<file path="config.mk">
export PLATFORM = sky130hd
export DESIGN_NAME = scan_sequencer_flat
export DESIGN_NICKNAME = d
export VERILOG_FILES = /design/src/rtl/scan_sequencer_if.sv /design/src/rtl/scan_sequencer.sv /design/src/flat_wrapper.sv
export SDC_FILE = /design/constraint.sdc
export NUM_CORES = 1
export LEC_CHECK = 0
export ABC_CLOCK_PERIOD_IN_PS = 3200
export CORE_MARGIN = 2
export CORE_UTILIZATION = 35
export CTS_BUF_LIST = sky130_fd_sc_hd__clkbuf_2 sky130_fd_sc_hd__clkbuf_4 sky130_fd_sc_hd__clkbuf_8
export CTS_CLUSTER_SIZE = 24
export DETAILED_ROUTE_END_ITERATION = 7
export PLACE_DENSITY = 0.52
export RECOVER_POWER = 100
export SLEW_MARGIN = 20
export SYNTH_ARGS = -nofsm -noshare
export SYNTH_HDL_FRONTEND = slang
export SYNTH_SLANG_ARGS = --single-unit
export TNS_END_PERCENT = 50
</file>
<file path="constraint.sdc">
create_clock -name clk -period 3.2 [get_ports clk]
set_input_delay 0.32 -clock clk [delete_from_list [all_inputs] [get_ports clk]]
set_output_delay 0.32 -clock clk [all_outputs]
set_load 0.01 [all_outputs]
</file>
<file path="src/rtl/scan_sequencer_if.sv">
`default_nettype none
// ============================================================================
// Module      : scan_sequencer_if
// Description : Signal bundle between a scan controller and the 2-to-4 digit
//               decoder sequencer.
//               run      - free-running scan enable (level)
//               step     - manual single-digit advance (edge detected in DUT)
//               div_sel  - dwell select, DWELL = 4 << div_sel clocks
//               dec_a    - decoder select MSB
//               dec_b    - decoder select LSB
//               dec_en_n - decoder enable, active-low
//               frame    - one-clock pulse on select wrap 3->0
//               busy     - sequencer is not idle
// Revision    : 1.0 - initial release
// ============================================================================
interface scan_sequencer_if;

    logic       run;
    logic       step;
    logic [1:0] div_sel;
    logic       dec_a;
    logic       dec_b;
    logic       dec_en_n;
    logic       frame;
    logic       busy;

    // Controller side: drives the controls, observes the decoder drive.
    modport master (
        output run,
        output step,
        output div_sel,
        input  dec_a,
        input  dec_b,
        input  dec_en_n,
        input  frame,
        input  busy
    );

    // Sequencer side.
    modport slave (
        input  run,
        input  step,
        input  div_sel,
        output dec_a,
        output dec_b,
        output dec_en_n,
        output frame,
        output busy
    );

endinterface
`default_nettype wire

</file>
<file path="src/rtl/scan_sequencer.sv">
`default_nettype none
// ============================================================================
// Module      : scan_sequencer
// Description : Multiplexed-display digit scanner driving a 2-to-4 decoder
//               with active-low enable. Each digit is shown for DWELL clocks
//               and separated by BLANK_CYCLES clocks of blanking, during
//               which the select lines are updated so the decoder never
//               glitches onto a wrong digit while enabled.
// Ports       : clk  - rising-edge clock
//               rst  - asynchronous active-high reset
//               sif  - scan_sequencer_if.slave (run, step, div_sel in;
//                      dec_a, dec_b, dec_en_n, frame, busy out)
// Parameters  : BLANK_CYCLES - blanking clocks between digits, 2..15
// Revision    : 1.0 - initial release
// ============================================================================
module scan_sequencer #(
    parameter int BLANK_CYCLES = 2
) (
    input  logic             clk,
    input  logic             rst,
    scan_sequencer_if.slave  sif
);

    // ------------------------------------------------------------------------
    // State encoding
    // ------------------------------------------------------------------------
    localparam logic [1:0] c_st_idle  = 2'd0;
    localparam logic [1:0] c_st_blank = 2'd1;
    localparam logic [1:0] c_st_drive = 2'd2;

    // Last value of the blanking counter before moving to DRIVE.
    localparam logic [3:0] c_blank_last = 4'(BLANK_CYCLES - 1);

    // ------------------------------------------------------------------------
    // Registers and next-state wires
    // ------------------------------------------------------------------------
    logic [1:0] r_state;
    logic [1:0] w_state_nx;
    logic [3:0] r_blank_cnt;
    logic [3:0] w_blank_cnt_nx;
    logic [4:0] r_dwell_cnt;
    logic [4:0] w_dwell_cnt_nx;
    logic [4:0] r_dwell_last;      // dwell length - 1, latched on DRIVE entry
    logic [4:0] w_dwell_last_nx;
    logic [1:0] r_sel;
    logic [1:0] w_sel_nx;
    logic       r_one_shot;        // current visit was started by a step edge
    logic       w_one_shot_nx;
    logic       r_adv_pending;     // a digit finished; select must move on
    logic       w_adv_pending_nx;
    logic       r_frame;
    logic       w_frame_nx;
    logic       r_step_q;
    logic       r_dec_en_n;
    logic       r_busy;

    logic       w_step_edge;
    logic       w_abort;
    logic       w_advance;
    logic [4:0] w_dwell_sel;

    // ------------------------------------------------------------------------
    // Input decode
    // ------------------------------------------------------------------------
    assign w_step_edge = sif.step & ~r_step_q;

    // Dropping run stops a free-running scan at once; a step-initiated
    // visit ignores run and always completes its single digit.
    assign w_abort = ~sif.run & ~r_one_shot;

    always_comb begin
        w_dwell_sel = 5'd3;
        case (sif.div_sel)
            2'd0:    w_dwell_sel = 5'd3;
            2'd1:    w_dwell_sel = 5'd7;
            2'd2:    w_dwell_sel = 5'd15;
            2'd3:    w_dwell_sel = 5'd31;
            default: w_dwell_sel = 5'd3;
        endcase
    end

    // ------------------------------------------------------------------------
    // Next-state logic
    // ------------------------------------------------------------------------
    always_comb begin
        w_state_nx       = r_state;
        w_blank_cnt_nx   = r_blank_cnt;
        w_dwell_cnt_nx   = r_dwell_cnt;
        w_dwell_last_nx  = r_dwell_last;
        w_sel_nx         = r_sel;
        w_one_shot_nx    = r_one_shot;
        w_adv_pending_nx = r_adv_pending;
        w_frame_nx       = 1'b0;
        w_advance        = 1'b0;

        case (r_state)
            c_st_idle: begin
                // Decoder is already disabled here, so a pending advance
                // can be applied straight away.
                w_advance = r_adv_pending;
                if (sif.run) begin
                    // run wins over a coincident step edge: no one-shot.
                    w_state_nx     = c_st_blank;
                    w_blank_cnt_nx = 4'd0;
                end else if (w_step_edge) begin
                    w_state_nx     = c_st_blank;
                    w_blank_cnt_nx = 4'd0;
                    w_one_shot_nx  = 1'b1;
                end
            end

            c_st_blank: begin
                if (w_abort) begin
                    w_state_nx       = c_st_idle;
                    w_blank_cnt_nx   = 4'd0;
                    w_adv_pending_nx = 1'b0;
                end else begin
                    // Select moves only at the end of the first blank clock,
                    // so dec_en_n has been high for a full cycle beforehand.
                    w_advance = r_adv_pending && (r_blank_cnt == 4'd0);
                    if (r_blank_cnt == c_blank_last) begin
                        w_state_nx      = c_st_drive;
                        w_blank_cnt_nx  = 4'd0;
                        w_dwell_cnt_nx  = 5'd0;
                        w_dwell_last_nx = w_dwell_sel;
                    end else begin
                        w_blank_cnt_nx = r_blank_cnt + 4'd1;
                    end
                end
            end

            c_st_drive: begin
                if (w_abort) begin
                    w_state_nx     = c_st_idle;
                    w_dwell_cnt_nx = 5'd0;
                end else if (r_dwell_cnt == r_dwell_last) begin
                    w_dwell_cnt_nx   = 5'd0;
                    w_adv_pending_nx = 1'b1;
                    if (sif.run && !r_one_shot) begin
                        w_state_nx     = c_st_blank;
                        w_blank_cnt_nx = 4'd0;
                    end else begin
                        w_state_nx    = c_st_idle;
                        w_one_shot_nx = 1'b0;
                    end
                end else begin
                    w_dwell_cnt_nx = r_dwell_cnt + 5'd1;
                end
            end

            default: begin
                w_state_nx     = c_st_idle;
                w_blank_cnt_nx = 4'd0;
                w_dwell_cnt_nx = 5'd0;
                w_one_shot_nx  = 1'b0;
            end
        endcase

        if (w_advance) begin
            w_sel_nx         = r_sel + 2'd1;
            w_frame_nx       = (r_sel == 2'd3);
            w_adv_pending_nx = 1'b0;
        end
    end

    // ------------------------------------------------------------------------
    // State and output registers. dec_en_n and busy are registered from the
    // next state so they line up exactly with the state register.
    // ------------------------------------------------------------------------
    always_ff @(posedge clk or posedge rst) begin
        if (rst) begin
            r_state       <= c_st_idle;
            r_blank_cnt   <= 4'd0;
            r_dwell_cnt   <= 5'd0;
            r_dwell_last  <= 5'd0;
            r_sel         <= 2'd0;
            r_one_shot    <= 1'b0;
            r_adv_pending <= 1'b0;
            r_frame       <= 1'b0;
            r_step_q      <= 1'b0;
            r_dec_en_n    <= 1'b1;
            r_busy        <= 1'b0;
        end else begin
            r_state       <= w_state_nx;
            r_blank_cnt   <= w_blank_cnt_nx;
            r_dwell_cnt   <= w_dwell_cnt_nx;
            r_dwell_last  <= w_dwell_last_nx;
            r_sel         <= w_sel_nx;
            r_one_shot    <= w_one_shot_nx;
            r_adv_pending <= w_adv_pending_nx;
            r_frame       <= w_frame_nx;
            r_step_q      <= sif.step;
            r_dec_en_n    <= (w_state_nx != c_st_drive);
            r_busy        <= (w_state_nx != c_st_idle);
        end
    end

    // ------------------------------------------------------------------------
    // Outputs
    // ------------------------------------------------------------------------
    assign sif.dec_a    = r_sel[1];
    assign sif.dec_b    = r_sel[0];
    assign sif.dec_en_n = r_dec_en_n;
    assign sif.frame    = r_frame;
    assign sif.busy     = r_busy;

endmodule
`default_nettype wire

</file>
<file path="src/flat_wrapper.sv">
// flat-port wrapper written by rule: the top's interface ports become plain ports
module scan_sequencer_flat 
#(
    parameter int BLANK_CYCLES = 2
)
  (clk, rst, sif_run, sif_step, sif_div_sel, sif_dec_a, sif_dec_b, sif_dec_en_n, sif_frame, sif_busy);
  scan_sequencer_if sif_i ();
  input  logic clk;
  input  logic rst;
  input wire logic [$bits(sif_i.run)-1:0] sif_run;
  input wire logic [$bits(sif_i.step)-1:0] sif_step;
  input wire logic [$bits(sif_i.div_sel)-1:0] sif_div_sel;
  output wire logic [$bits(sif_i.dec_a)-1:0] sif_dec_a;
  output wire logic [$bits(sif_i.dec_b)-1:0] sif_dec_b;
  output wire logic [$bits(sif_i.dec_en_n)-1:0] sif_dec_en_n;
  output wire logic [$bits(sif_i.frame)-1:0] sif_frame;
  output wire logic [$bits(sif_i.busy)-1:0] sif_busy;
  assign sif_i.run = sif_run;
  assign sif_i.step = sif_step;
  assign sif_i.div_sel = sif_div_sel;
  assign sif_dec_a = sif_i.dec_a;
  assign sif_dec_b = sif_i.dec_b;
  assign sif_dec_en_n = sif_i.dec_en_n;
  assign sif_frame = sif_i.frame;
  assign sif_busy = sif_i.busy;
  scan_sequencer #(.BLANK_CYCLES(BLANK_CYCLES)) u_core (.clk(clk), .rst(rst), .sif(sif_i));
endmodule
</file>
After elaboration in Yosys (flattened, before gate mapping)
Index checks and enable logic that the tools add are counted.

operators by class
  add/subtract/negate cells = 3
  equal/unequal tests = 21
  mux-type cells = 36
  bitwise gates (word level) = 8
  reductions and logical operators = 13

operators by type and width
  operator             count
  $mux 4               7
  $mux 5               4
  $pmux 5 s4           1
  $pmux 5 s3           1
  $mux 1               12
  $mux 2               6
  $pmux 4 s3           1
  $ne 2x2->1 const B   5
  $eq 2x2->1 const B   4
  $ne 2x1->1 const B   4
  $reduce_and 4->1     2
  $ne 3x1->1 const B   2
  $not 1->1            6
  $pmux 2 s3           1
  $reduce_and 3->1     2
  $reduce_and 6->1     1
  $add 5x1->5 const B  1
  $eq 5x5->1           1
  $add 4x1->4 const B  1
  $eq 2x1->1 const B   2
  $eq 4x1->1 const B   1
  $logic_not 2->1      2
  $logic_not 4->1      1
  $pmux 1 s2           2
  other kinds (9)      11

word-level totals
  flip-flop bits (word level) = 24
  bits of input ports = 6
  output and inout bits = 5
  word-level logic and storage cells = 92

Longest topological paths before layout
Gate-level depths: netlist (run 1).

  word-level depth = 7
  gate-level depth with buffers = 7
  depth with buffers taken out = 7

Worst setup path before layout (run 1)
No wires, ideal clock.

  path type = reg2reg
  start = reg u_core.r_state[1]
  end = reg u_core.r_sel[1]
  setup time = 128 ps
  arrival time = 1,659 ps
  data required time = 3,072 ps
  slack = 1,414 ps
  stages on the path, launching flop included = 8
  path buffers = 0
  clock period less this slack = 1,786 ps
  cells stage by stage = dfrtp_1 > inv_1 > ha_1 > o21ai_2 > nor4b_1 > nor2_1 > nor2_1 > mux2_1

on the way
  word-level cells in the longest chain between the ends = 2
  elaborated cells on any way between the ends = 3
  those cells by class = eq/ne (1); mux (1); reduce/logical (1)

RTL lines
  what                                           line                   text
  from (decl)                                    scan_sequencer.sv:37   logic [1:0] r_state;
  from (signal assigned)                         scan_sequencer.sv:172  r_state <= c_st_idle;
  from (signal assigned)                         scan_sequencer.sv:184  r_state <= w_state_nx;
  $eq 2x1->1 or $logic_not 2->1 (tied branches)  scan_sequencer.sv:96   case (r_state)
  $pmux 1 s2 *                                   scan_sequencer.sv:96
  to (signal assigned)                           scan_sequencer.sv:188  r_sel <= w_sel_nx;
  to (decl)                                      scan_sequencer.sv:45   logic [1:0] r_sel;

Every way passes the cells marked *; elsewhere a longest branch is shown, timed or not.
A chain may end at the register's enable or synchronous reset.

Worst setup path in the final report (run 1)
Same ends and word-level chain as after synthesis.

==> impl_metrics.prom, run 1 <==
# TYPE chip_impl_metric gauge
chip_impl_metric{name="timing.final.crit_period",unit="ns"} 2.264
chip_impl_metric{name="wirelength",unit="um"} 2491
chip_impl_metric{name="die_w",unit="um"} 64.45
chip_impl_info{name="cell_family_contributing_the_most_delay_on_the_critical_path",value="simple AND/OR/NAND/NOR gates"} 1
chip_impl_info{name="tritoncts",value="done"} 1
chip_impl_info{name="critical_path.most_common_cell",value="nor2_1"} 1
chip_impl_metric{name="area.growth.synth_to_final",unit="%"} 13.01
chip_impl_metric{name="cts_hold_buffers",unit=""} 0
chip_impl_metric{name="yosys.area.top_type_share",unit=""} 0.4305
chip_impl_info{name="synth_flop_cell",value="dfrtp_1"} 1
chip_impl_metric{name="synth_edf_count",unit=""} 0
chip_impl_metric{name="seq_area_frac_synth",unit=""} 0.4511
chip_impl_metric{name="clock_sink_count",unit=""} 23
chip_impl_metric{name="maxSlewViolCount",unit=""} 0
chip_impl_metric{name="diodes",unit=""} 0
chip_impl_metric{name="core_region_area",unit="um2"} 3416
chip_impl_metric{name="drt_first_pass_iters",unit=""} 4
chip_impl_metric{name="drive_above_1_share",unit=""} 0.06294
chip_impl_info{name="clk_root_buffer_cell",value="clkbuf_4"} 1
chip_impl_info{name="critical_path.endpoint_type",value="register"} 1
chip_impl_metric{name="drcViolationCount",unit=""} 0
chip_impl_metric{name="cts.repair_timing.setup_buffer_count",unit=""} 0
chip_impl_info{name="worstSetupStartpointType",value="register"} 1
chip_impl_metric{name="rows",unit=""} 21
chip_impl_metric{name="grt_pass1_vias",unit=""} 1017
chip_impl_metric{name="numPortBuffers",unit=""} 10
chip_impl_metric{name="worst-path-max-fanout",unit=""} 7
chip_impl_metric{name="floorplan.io_pins",unit=""} 11
chip_impl_metric{name="grt_pass1_wl",unit="um"} 4491
chip_impl_metric{name="grt_max_degree",unit=""} 24
chip_impl_metric{name="final_nets",unit=""} 159
chip_impl_metric{name="antenna_violations_before_repair",unit=""} 0
chip_impl_metric{name="drt_iter0_markers",unit=""} 30
chip_impl_metric{name="worst_ep_arrival_time",unit="ns"} 2.49
chip_impl_metric{name="syn_area_per_cell",unit="um2"} 9.913
chip_impl_metric{name="clkSlewWorstSetupHoldPaths",unit="ns"} 0.14
chip_impl_metric{name="worstPathBufferInverterCount",unit=""} 1
chip_impl_metric{name="antenna_violating_nets_post_route",unit=""} 0
chip_impl_metric{name="ys_seq_elements",unit=""} 23
chip_impl_info{name="path_class",value="reg2reg"} 1
chip_impl_metric{name="syn-num-nets",unit=""} 144
chip_impl_metric{name="ys_warn_count",unit=""} 0
chip_impl_metric{name="ctsResizeCount",unit=""} 0
chip_impl_metric{name="post_drt_via_cell_ratio",unit=""} 5.079
chip_impl_info{name="worstHoldPathType",value="reg2reg"} 1
chip_impl_metric{name="worst_clock_skew",unit="ns"} 0.01697
chip_impl_metric{name="power.density_cell_area",unit="nW/um2"} 656.2
chip_impl_metric{name="irDropWorstVdd",unit="uV"} 293.4
chip_impl_metric{name="dr_vias",unit=""} 960
chip_impl_metric{name="critPathRequiredTime",unit="ns"} 3.42
chip_impl_metric{name="number_of_violations_of_the_max_capacitance_limit",unit=""} 0
chip_impl_metric{name="place_hpwl",unit="um"} 1920
chip_impl_metric{name="synth-async-reset-ratio",unit=""} 1.000
chip_impl_metric{name="die_area",unit="um2"} 4153
chip_impl_info{name="yosysTopAreaCell",value="dfrtp_1"} 1
chip_impl_metric{name="ctsHtreeMaxLevel",unit=""} 1
chip_impl_metric{name="fp.dieH",unit="um"} 64.45
chip_impl_metric{name="grt.overflow.total",unit=""} 0
chip_impl_metric{name="setup_total_negative_slack",unit="ns"} 0
chip_impl_metric{name="syn-instance-count",unit=""} 129
chip_impl_info{name="slowest_stage",value="dfrtp_1"} 1
chip_impl_metric{name="timing_hold_violations_final",unit=""} 0
chip_impl_info{name="grt_setup_unrepaired",value="false"} 1
chip_impl_metric{name="gpl.final_weighted_congestion",unit=""} 0.8125
chip_impl_metric{name="max-slew-margin-rel",unit=""} 0.4115
chip_impl_metric{name="timing.critical_path.slowest_cell_delay",unit="ns"} 0.46
chip_impl_metric{name="hold_path_depth",unit=""} 1
chip_impl_metric{name="effective_utilization_at_floorplan",unit=""} 0.3744
chip_impl_metric{name="clock_path_buffers",unit=""} 2
chip_impl_metric{name="final-setup-viol-count",unit=""} 0
chip_impl_metric{name="post_drt_wl_per_cell",unit="um"} 13.18
chip_impl_metric{name="worst_hold_slack",unit="ns"} 0.5129
chip_impl_info{name="timing.critical_path.cells",value="inv_1 -> ha_1 -> o21ai_0 -> nor4b_1 -> nor2_1 -> nor2_1 -> mux2_1"} 1
chip_impl_metric{name="grt.total_usage",unit=""} 0.1365
chip_impl_metric{name="synthesis.area",unit="um2"} 1279
chip_impl_metric{name="crit_cells",unit=""} 7
chip_impl_metric{name="p_leak",unit="uW"} 0.0006111
chip_impl_metric{name="synth_cell_types",unit=""} 35
chip_impl_metric{name="achievable-frequency",unit="GHz"} 0.4417
chip_impl_metric{name="finalCritPeriodShare",unit=""} 0.7075
chip_impl_metric{name="r2r_cells",unit=""} 7
chip_impl_metric{name="numCtsBuffers",unit=""} 3
chip_impl_metric{name="clk_latency",unit="ns"} 0.32
chip_impl_metric{name="final.fill_count",unit=""} 346
chip_impl_info{name="dominant_cells_by_area_after_synthesis",value="dfrtp_1 43%, ha_1 8.8%, nand2_1 3.2%"} 1
chip_impl_info{name="run_status",value="completed"} 1
chip_impl_metric{name="tightestPinTransition",unit="ns"} 0.8818
-- kinds of logic after synthesis --
kind of cell,synth area share
xor gates and xnor gates,0.02740
and+or+nand+nor,0.2084
DFF,0.4511
buffers and inverters,0.02936
adders and majority gates,0.08806
AOI/OAI and AO/OA,0.1781
muxes,0.01761
-- worst register-to-register path: stages, from the launching register on --
cell and delay, ns:
dfrtp_1 0.46, inv_1 0.10, ha_1 0.26, o21ai_0 0.34
nor4b_1 0.46, nor2_1 0.07, nor2_1 0.16, mux2_1 0.33
-- layer usage --
metal / wire (um) / vias to the layer above / GRT usage
met1: 1232 / 469 / 0.1825
met2: 1195 / 6 / 0.2279
met3: 40 / 4 / 0.02083
li1: - / 481 / -
met5: 0 / - / 0
met4: 23 / 0 / 0.04255
-- flip-flops by register name (all words and copies together) (netlist names) --
signal,cells
u_core.r_blank_cnt,4
u_core.r_step_q,1
u_core.sif.frame,1
u_core.r_dwell_cnt,5
u_core.r_adv_pending,1
u_core.sif.busy,1
u_core.sif.dec_en_n,1
u_core.r_one_shot,1
u_core.r_sel,2
u_core.r_state,2
u_core.r_dwell_last,4
-- through the flow --
step                      cells  worst slack [ns]  area, um2    util  total power, uW
after floorplan             129             1.414       1279       -            721.2
after global placement      185             1.080       1436  0.4205            841.4
after detailed placement    185             1.022       1436  0.4205            841.9
after CTS                   189             1.127       1464  0.4286            982.7
after global routing        189            0.6589       1445  0.4231             1033
final                       189            0.9362       1445  0.4231            948.2
-- worst paths after layout --
path	start	endpoint	slack, ns
hold / removal	u_core.r_sel[0]	u_core.r_sel[0]	0.51
min in group asynchronous	rst	u_core.r_dwell_cnt[0]	0.60
hold reg to reg	u_core.r_sel[0]	u_core.r_sel[0]	0.51
setup reg to reg	u_core.r_state[1]	u_core.r_sel[1]	0.94
setup / recovery	u_core.r_state[1]	u_core.r_sel[1]	0.94
max in group asynchronous	rst	u_core.r_dwell_last[2]	2.03
-- cell usage after synthesis (2+ instances only) --
cell / instances
dfrtp_1: 22
nand2_1: 11
inv_1: 10
ha_1: 9
nor2_1: 9
a21oi_1: 8
nand3_1: 8
o21ai_0: 6
o21ai_1: 6
nand2b_1: 5
o22ai_1: 3
xor2_1: 3
a211oi_1: 2
and2_1: 2
mux2_1: 2
nor2b_1: 2
o31ai_1: 2
or2_1: 2
-- cell type report --
type,count,area [um2],area share
Clock inverter,1,5.005,0.003463
Multi-Input combinational cell,96,645.6,0.4468
Inverter,10,37.54,0.02597
Timing Repair Buffer,10,100.1,0.06926
Sequential cell,23,576.8,0.3991
Clock buffer,3,22.52,0.01558
Tap cell,46,57.56,0.03983
-- where the power goes --
| group | internal [uW] | switching [uW] |
|---|---|---|
| Clock | 46.7 | 90.9 |
| Sequential | 351 | 51.7 |
| Combinational | 174 | 234 |
-- placed cells by master, fill, tap and decap left out, drive strengths merged --
| master | count |
|---|---|
| nor2 | 9 |
| a21o | 1 |
| o31ai | 2 |
| a41oi | 1 |
| dfrtp | 22 |
| nor3 | 1 |
| clkdlybuf4s50 | 3 |
| inv | 10 |
| dfstp | 1 |
| o21ai | 13 |
| o21a | 1 |
| dlygate4sd3 | 7 |
| and2 | 2 |
| xor2 | 3 |
| mux2 | 2 |
| a21oi | 9 |
| clkbuf | 3 |
| or3 | 1 |
| nor4b | 2 |
| nand2 | 12 |
| nand2b | 5 |
| nand3 | 8 |
| o22ai | 3 |
| a311o | 1 |
| nor3b | 1 |
| or3b | 1 |
| o311a | 1 |
| o32ai | 1 |
| a211oi | 2 |
| xnor2 | 1 |
| ha | 9 |
| or2 | 2 |
| nor2b | 2 |
| clkinv | 1 |
(Power assumes the default switching activity.)
==> run 2, diff against run 1 <==
--- a/config.mk
+++ b/config.mk
@@ -5,7 +5,7 @@
 export SDC_FILE = /design/constraint.sdc
 export NUM_CORES = 1
 export LEC_CHECK = 0
-export ABC_CLOCK_PERIOD_IN_PS = 3200
+export ABC_CLOCK_PERIOD_IN_PS = 2250
 export CORE_MARGIN = 2
 export CORE_UTILIZATION = 35
 export CTS_BUF_LIST = sky130_fd_sc_hd__clkbuf_2 sky130_fd_sc_hd__clkbuf_4 sky130_fd_sc_hd__clkbuf_8
==> constraint.sdc (replaced) <==
create_clock -name clk -period 2.25 [get_ports clk]
set_input_delay 0.225 -clock clk [delete_from_list [all_inputs] [get_ports clk]]
set_output_delay 0.225 -clock clk [all_outputs]
set_load 0.01 [all_outputs]
==> run 2 against run 1 <==
Net effect: sequential power up 44%; final cell count up 2.1%; final area up 2.9%; non-clock buffer count up 4; sequential share of layout area down 1.1 points; utilization up 1.2 points; hold slack worse by 0.16 ns; first-iteration DRC count up 87%; clock skew down 0.013 ns; setup slack worse by 0.67 ns; critical path type unchanged; largest cell class unchanged.
==> impl_metrics.prom, run 2 (same netlist as run 1, synthesis figures left out) <==
# TYPE chip_impl_metric gauge
chip_impl_metric{name="numPortBuffers",unit=""} 10
chip_impl_metric{name="power.density_cell_area",unit="nW/um2"} 920.8
chip_impl_metric{name="finalCritPeriodShare",unit=""} 0.8799
chip_impl_metric{name="drcViolationCount",unit=""} 0
chip_impl_metric{name="post_drt_wl_per_cell",unit="um"} 12.36
chip_impl_metric{name="pre_cts_ws",unit="ns"} 0.1647
chip_impl_info{name="tritoncts",value="done"} 1
chip_impl_metric{name="clk_latency",unit="ns"} 0.29
chip_impl_info{name="path_class",value="reg2reg"} 1
chip_impl_metric{name="irDropWorstVdd",unit="uV"} 322.6
chip_impl_metric{name="worst-path-max-fanout",unit=""} 7
chip_impl_metric{name="area.growth.synth_to_final",unit="%"} 16.24
chip_impl_metric{name="wirelength",unit="um"} 2385
chip_impl_metric{name="ctsHtreeMaxLevel",unit=""} 1
chip_impl_metric{name="max-slew-margin-rel",unit=""} 0.5644
chip_impl_metric{name="final_nets",unit=""} 163
chip_impl_metric{name="p_leak",unit="uW"} 0.0006286
chip_impl_info{name="worstSetupStartpointType",value="register"} 1
chip_impl_info{name="grt_setup_unrepaired",value="false"} 1
chip_impl_metric{name="largest_register_ffs",unit=""} 5
chip_impl_metric{name="effective_utilization_at_floorplan",unit=""} 0.3744
chip_impl_info{name="clk_root_buffer_cell",value="clkbuf_4"} 1
chip_impl_metric{name="die_w",unit="um"} 64.45
chip_impl_metric{name="timing.final.crit_period",unit="ns"} 1.980
chip_impl_metric{name="antenna_violating_nets_post_route",unit=""} 0
chip_impl_info{name="run_status",value="completed"} 1
chip_impl_metric{name="clkSlewWorstSetupHoldPaths",unit="ns"} 0.12
chip_impl_info{name="critical_path.most_common_cell",value="nor2_1"} 1
chip_impl_metric{name="post_drt_via_cell_ratio",unit=""} 5.026
chip_impl_metric{name="worst_clock_skew",unit="ns"} 0.003751
chip_impl_metric{name="diodes",unit=""} 0
chip_impl_info{name="max_flop_register",value="u_core.r_dwell_cnt"} 1
chip_impl_metric{name="grt.total_usage",unit=""} 0.1290
chip_impl_metric{name="worst_ep_arrival_time",unit="ns"} 2.17
chip_impl_metric{name="dr_vias",unit=""} 970
chip_impl_metric{name="core_region_area",unit="um2"} 3416
chip_impl_metric{name="setup_total_negative_slack",unit="ns"} 0
chip_impl_metric{name="rows",unit=""} 21
chip_impl_metric{name="number_of_violations_of_the_max_capacitance_limit",unit=""} 0
chip_impl_metric{name="clock_path_buffers",unit=""} 2
chip_impl_metric{name="maxSlewViolCount",unit=""} 0
chip_impl_info{name="timing.critical_path.cells",value="inv_1 -> ha_1 -> o21ai_2 -> nor4b_1 -> nor2_1 -> nor2_1 -> mux2_1"} 1
chip_impl_metric{name="final-setup-viol-count",unit=""} 0
chip_impl_info{name="mostFrequentLayoutCells",value="22 x dfrtp_1, 12 x nand2_1, 10 x inv_1, 10 x o21ai_0"} 1
chip_impl_metric{name="place_hpwl",unit="um"} 1879
chip_impl_metric{name="grt_pass1_wl",unit="um"} 4291
chip_impl_metric{name="grt_pass1_vias",unit=""} 986
chip_impl_metric{name="timing.critical_path.slowest_cell_delay",unit="ns"} 0.45
chip_impl_metric{name="achievable-frequency",unit="GHz"} 0.5051
chip_impl_info{name="worstHoldPathType",value="in2async"} 1
chip_impl_metric{name="die_area",unit="um2"} 4153
chip_impl_metric{name="drt_iter0_markers",unit=""} 56
chip_impl_metric{name="final.fill_count",unit=""} 348
chip_impl_metric{name="numCtsBuffers",unit=""} 3
chip_impl_metric{name="critPathRequiredTime",unit="ns"} 2.44
chip_impl_info{name="critical_path.endpoint_type",value="register"} 1
chip_impl_info{name="slowest_stage",value="dfrtp_1"} 1
chip_impl_metric{name="fp.dieH",unit="um"} 64.45
chip_impl_metric{name="cts_hold_buffers",unit=""} 0
chip_impl_metric{name="timing_hold_violations_final",unit=""} 0
chip_impl_metric{name="final_worst_slack",unit="ns"} 0.2702
chip_impl_metric{name="ctsResizeCount",unit=""} 0
chip_impl_metric{name="tightestPinTransition",unit="ns"} 0.6533
chip_impl_metric{name="worst_hold_slack",unit="ns"} 0.3578
chip_impl_info{name="most_common_cell_after_layout_fill_and_taps_aside",value="dfrtp_1"} 1
chip_impl_metric{name="gpl.final_weighted_congestion",unit=""} 0.8185
chip_impl_metric{name="floorplan.io_pins",unit=""} 11
chip_impl_metric{name="drt_first_pass_iters",unit=""} 4
chip_impl_metric{name="cts.repair_timing.setup_buffer_count",unit=""} 0
chip_impl_metric{name="clock_sink_count",unit=""} 23
chip_impl_metric{name="drive_above_1_share",unit=""} 0.09524
chip_impl_metric{name="grt.overflow.total",unit=""} 0
chip_impl_info{name="reg_top3",value="u_core.r_dwell_cnt (5), u_core.r_blank_cnt (4), u_core.r_dwell_last (4)"} 1
chip_impl_metric{name="grt_max_degree",unit=""} 13
chip_impl_metric{name="antenna_violations_before_repair",unit=""} 0
==> run 2: path summary, 6_finish.rpt <==
check / from / end / slack, ns / cells after the start
setup / recovery: u_core.r_state[1] / u_core.r_sel[1] / 0.27 / 7
hold / removal: rst / u_core.sif.busy / 0.36 / 2
setup reg to reg: u_core.r_state[1] / u_core.r_sel[1] / 0.27 / 7
hold reg to reg: u_core.r_sel[0] / u_core.r_sel[0] / 0.52 / 1
max in group asynchronous: rst / u_core.r_dwell_last[2] / 0.97 / 3
min in group clk: u_core.r_sel[0] / u_core.r_sel[0] / 0.52 / 1
==> run 2: critical path: cells and delay by family, from the launching register on <==
kind	cells	cell delay, ns
flip-flops	1	0.45
AND/OR/NAND/NOR	3	0.60
buffers and inverters	1	0.10
AO/OA/AOI/OAI	1	0.15
adder cells (fa/ha/maj)	1	0.26
multiplexers	1	0.33
==> run 2: area by class of cell <==
type | count | area [um2] | area share
inverters | 10 | 37.54 | 0.02525
repair buffers | 14 | 122.6 | 0.08249
multi-input cells | 96 | 661.9 | 0.4453
flip-flops and latches | 23 | 576.8 | 0.3880
clock buffers | 4 | 30.03 | 0.02020
well taps | 46 | 57.56 | 0.03872
==> run 2: where the power goes <==
part	switching, uW	internal, uW
Combinational	336	259
Clock	115	80.9
Sequential	79.2	499
Total	530	838
==> run 2: metal layers <==
| metal | part of all wire | GRT usage |
|---|---|---|
| met4 | 0.0063 | 0.03457 |
| met3 | 0.034 | 0.02604 |
| met2 | 0.47 | 0.2214 |
| met5 | 0 | 0 |
| met1 | 0.49 | 0.1659 |
==> run 2: per-stage QoR <==
step                      utilization  total power, uW  std cells  cell area [um2]
after floorplan                     -             1026        129             1279
after global placement         0.4293             1200        189             1466
after detailed placement       0.4293             1200        189             1466
after CTS                      0.4381             1410        193             1496
after global routing           0.4352             1496        193             1486
final                          0.4352             1369        193             1486
==> run 3, diff against run 2 <==
--- a/config.mk
+++ b/config.mk
@@ -6,7 +6,7 @@
 export NUM_CORES = 1
 export LEC_CHECK = 0
 export ABC_CLOCK_PERIOD_IN_PS = 2250
-export CORE_MARGIN = 2
+export CORE_MARGIN = 3
 export CORE_UTILIZATION = 35
 export CTS_BUF_LIST = sky130_fd_sc_hd__clkbuf_2 sky130_fd_sc_hd__clkbuf_4 sky130_fd_sc_hd__clkbuf_8
 export CTS_CLUSTER_SIZE = 24
==> run 3 against run 2 <==
Net effect: non-clock buffer count shrank 2; setup slack worse by 0.068 ns; wire length is 1.8% higher; clock-buffer cell count is the same; largest power group unchanged; critical path type unchanged.
==> impl_metrics.prom, run 3 (same netlist as run 1, synthesis figures left out) <==
# TYPE chip_impl_metric gauge
chip_impl_info{name="mostFrequentLayoutCells",value="22 x dfrtp_1, 11 x nand2_1, 10 x inv_1, 10 x o21ai_0"} 1
chip_impl_metric{name="grt_pass1_vias",unit=""} 905
chip_impl_metric{name="grt_max_degree",unit=""} 24
chip_impl_info{name="grt_setup_unrepaired",value="false"} 1
chip_impl_info{name="clk_root_buffer_cell",value="clkbuf_4"} 1
chip_impl_metric{name="timing_hold_violations_final",unit=""} 0
chip_impl_metric{name="post_drt_wl_per_cell",unit="um"} 12.71
chip_impl_metric{name="clk_latency",unit="ns"} 0.30
chip_impl_metric{name="pre_cts_ws",unit="ns"} 0.1564
chip_impl_metric{name="irDropWorstVdd",unit="uV"} 358.5
chip_impl_metric{name="gpl.final_weighted_congestion",unit=""} 0.8917
chip_impl_metric{name="timing.final.crit_period",unit="ns"} 2.048
chip_impl_metric{name="final.fill_count",unit=""} 346
chip_impl_info{name="path_class",value="reg2reg"} 1
chip_impl_metric{name="number_of_violations_of_the_max_capacitance_limit",unit=""} 0
chip_impl_metric{name="p_leak",unit="uW"} 0.0006200
chip_impl_metric{name="antenna_violating_nets_post_route",unit=""} 0
chip_impl_metric{name="effective_utilization_at_floorplan",unit=""} 0.3744
chip_impl_metric{name="cts.repair_timing.setup_buffer_count",unit=""} 0
chip_impl_info{name="max_flop_register",value="u_core.r_dwell_cnt"} 1
chip_impl_metric{name="place_hpwl",unit="um"} 1849
chip_impl_metric{name="dr_vias",unit=""} 980
chip_impl_metric{name="diodes",unit=""} 0
chip_impl_metric{name="setup_total_negative_slack",unit="ns"} 0
chip_impl_info{name="worstHoldPathType",value="in2reg"} 1
chip_impl_metric{name="grt.total_usage",unit=""} 0.1258
chip_impl_metric{name="drt_iter0_markers",unit=""} 30
chip_impl_metric{name="clkSlewWorstSetupHoldPaths",unit="ns"} 0.13
chip_impl_metric{name="grt.overflow.total",unit=""} 0
chip_impl_metric{name="final-setup-viol-count",unit=""} 0
chip_impl_info{name="worstSetupStartpointType",value="register"} 1
chip_impl_metric{name="wirelength",unit="um"} 2427
chip_impl_metric{name="finalCritPeriodShare",unit=""} 0.9103
chip_impl_info{name="run_status",value="completed"} 1
chip_impl_metric{name="ctsHtreeMaxLevel",unit=""} 1
chip_impl_metric{name="final_nets",unit=""} 161
chip_impl_metric{name="final_worst_slack",unit="ns"} 0.2019
chip_impl_metric{name="tightestPinTransition",unit="ns"} 1.254
chip_impl_metric{name="drt_first_pass_iters",unit=""} 4
chip_impl_metric{name="worst_ep_arrival_time",unit="ns"} 2.29
chip_impl_info{name="most_common_cell_after_layout_fill_and_taps_aside",value="dfrtp_1"} 1
chip_impl_metric{name="numCtsBuffers",unit=""} 3
chip_impl_metric{name="max-slew-margin-rel",unit=""} 0.1640
chip_impl_metric{name="worst_clock_skew",unit="ns"} 0.002192
chip_impl_metric{name="ctsResizeCount",unit=""} 0
chip_impl_metric{name="die_w",unit="um"} 66.45
chip_impl_metric{name="critPathRequiredTime",unit="ns"} 2.49
chip_impl_metric{name="rows",unit=""} 21
chip_impl_metric{name="numPortBuffers",unit=""} 10
chip_impl_metric{name="cts_hold_buffers",unit=""} 0
chip_impl_info{name="tritoncts",value="done"} 1
chip_impl_metric{name="worst-path-max-fanout",unit=""} 6
chip_impl_metric{name="clock_sink_count",unit=""} 23
chip_impl_metric{name="largest_register_ffs",unit=""} 5
chip_impl_metric{name="maxSlewViolCount",unit=""} 0
chip_impl_metric{name="hold_path_depth",unit=""} 1
chip_impl_metric{name="area.growth.synth_to_final",unit="%"} 14.97
chip_impl_metric{name="drcViolationCount",unit=""} 0
chip_impl_metric{name="floorplan.io_pins",unit=""} 11
chip_impl_metric{name="post_drt_via_cell_ratio",unit=""} 5.131
chip_impl_metric{name="die_area",unit="um2"} 4415
chip_impl_metric{name="grt_pass1_wl",unit="um"} 4229
chip_impl_metric{name="core_region_area",unit="um2"} 3416
chip_impl_metric{name="antenna_violations_before_repair",unit=""} 0
chip_impl_metric{name="final_core_utilization",unit=""} 0.4304
chip_impl_info{name="critical_path.endpoint_type",value="register"} 1
chip_impl_metric{name="area_of_all_placed_cells_without_fillers",unit="um2"} 1470
chip_impl_metric{name="fp.dieH",unit="um"} 66.45
chip_impl_info{name="reg_top3",value="u_core.r_dwell_cnt (5), u_core.r_blank_cnt (4), u_core.r_dwell_last (4)"} 1
chip_impl_metric{name="clock_path_buffers",unit=""} 2
chip_impl_metric{name="drive_above_1_share",unit=""} 0.08276
chip_impl_metric{name="power.density_cell_area",unit="nW/um2"} 932.9
chip_impl_metric{name="achievable-frequency",unit="GHz"} 0.4883
chip_impl_metric{name="r2r_cells",unit=""} 6
chip_impl_metric{name="placed_area",unit="um2"} 1451
## run 3: cell types whose count changed in the layout (fill, tap and decap cells not counted), sizes merged
cell  previous run  this run
buf              2         0
## run 3: where the power goes
part / total [uW] / switching, uW / internal, uW
combinational: 594 / 336 / 258
sequential: 576 / 77.0 / 498
clock: 202 / 121 / 81.0
total: 1370 / 534 / 837
## run 3: final timing paths
path | startpoint | end | slack, ns
max | u_core.r_state[0] | u_core.sif.dec_en_n | 0.20
min | sif_step | u_core.r_step_q | 0.52
max reg2reg | u_core.r_state[0] | u_core.sif.dec_en_n | 0.20
min reg2reg | u_core.r_sel[0] | u_core.r_sel[0] | 0.52
max in group asynchronous | rst | u_core.r_dwell_last[2] | 0.76
min in group asynchronous | rst | u_core.r_dwell_cnt[0] | 0.76
## run 3: cell type report
| class | instances | area (um2) | share of cell area |
|---|---|---|---|
| multi-input cells | 96 | 660.6 | 0.4494 |
| well taps | 46 | 57.56 | 0.03915 |
| repair buffers | 12 | 107.6 | 0.07319 |
| flip-flops and latches | 23 | 576.8 | 0.3923 |
| clock buffers | 4 | 30.03 | 0.02043 |
| inverters | 10 | 37.54 | 0.02553 |
## run 3: critical path: stages, from the launching register on
cell     delay (ns)
dfrtp_1        0.44
inv_1          0.11
ha_1           0.25
o21ai_1        0.19
a21oi_1        0.44
o22ai_1        0.18
or3b_1         0.38
## run 3: metal layers
| layer | GRT usage | up-vias | routed length (um) |
|---|---|---|---|
| li1 | - | 485 | - |
| met1 | 0.1727 | 473 | 1167 |
| met2 | 0.1970 | 20 | 1148 |
| met3 | 0.02721 | 2 | 92 |
| met4 | 0.03807 | 0 | 19 |
| met5 | 0 | - | 0 |
## run 3: through the flow
step | hold WS [ns] | std cells | total power [uW]
after floorplan | 0.2262 | 129 | 1026
final | 0.5200 | 191 | 1372
after global placement | 0.4964 | 187 | 1197
after detailed placement | 0.5019 | 187 | 1197
after global routing | 0.5022 | 191 | 1494
after CTS | 0.2647 | 191 | 1405
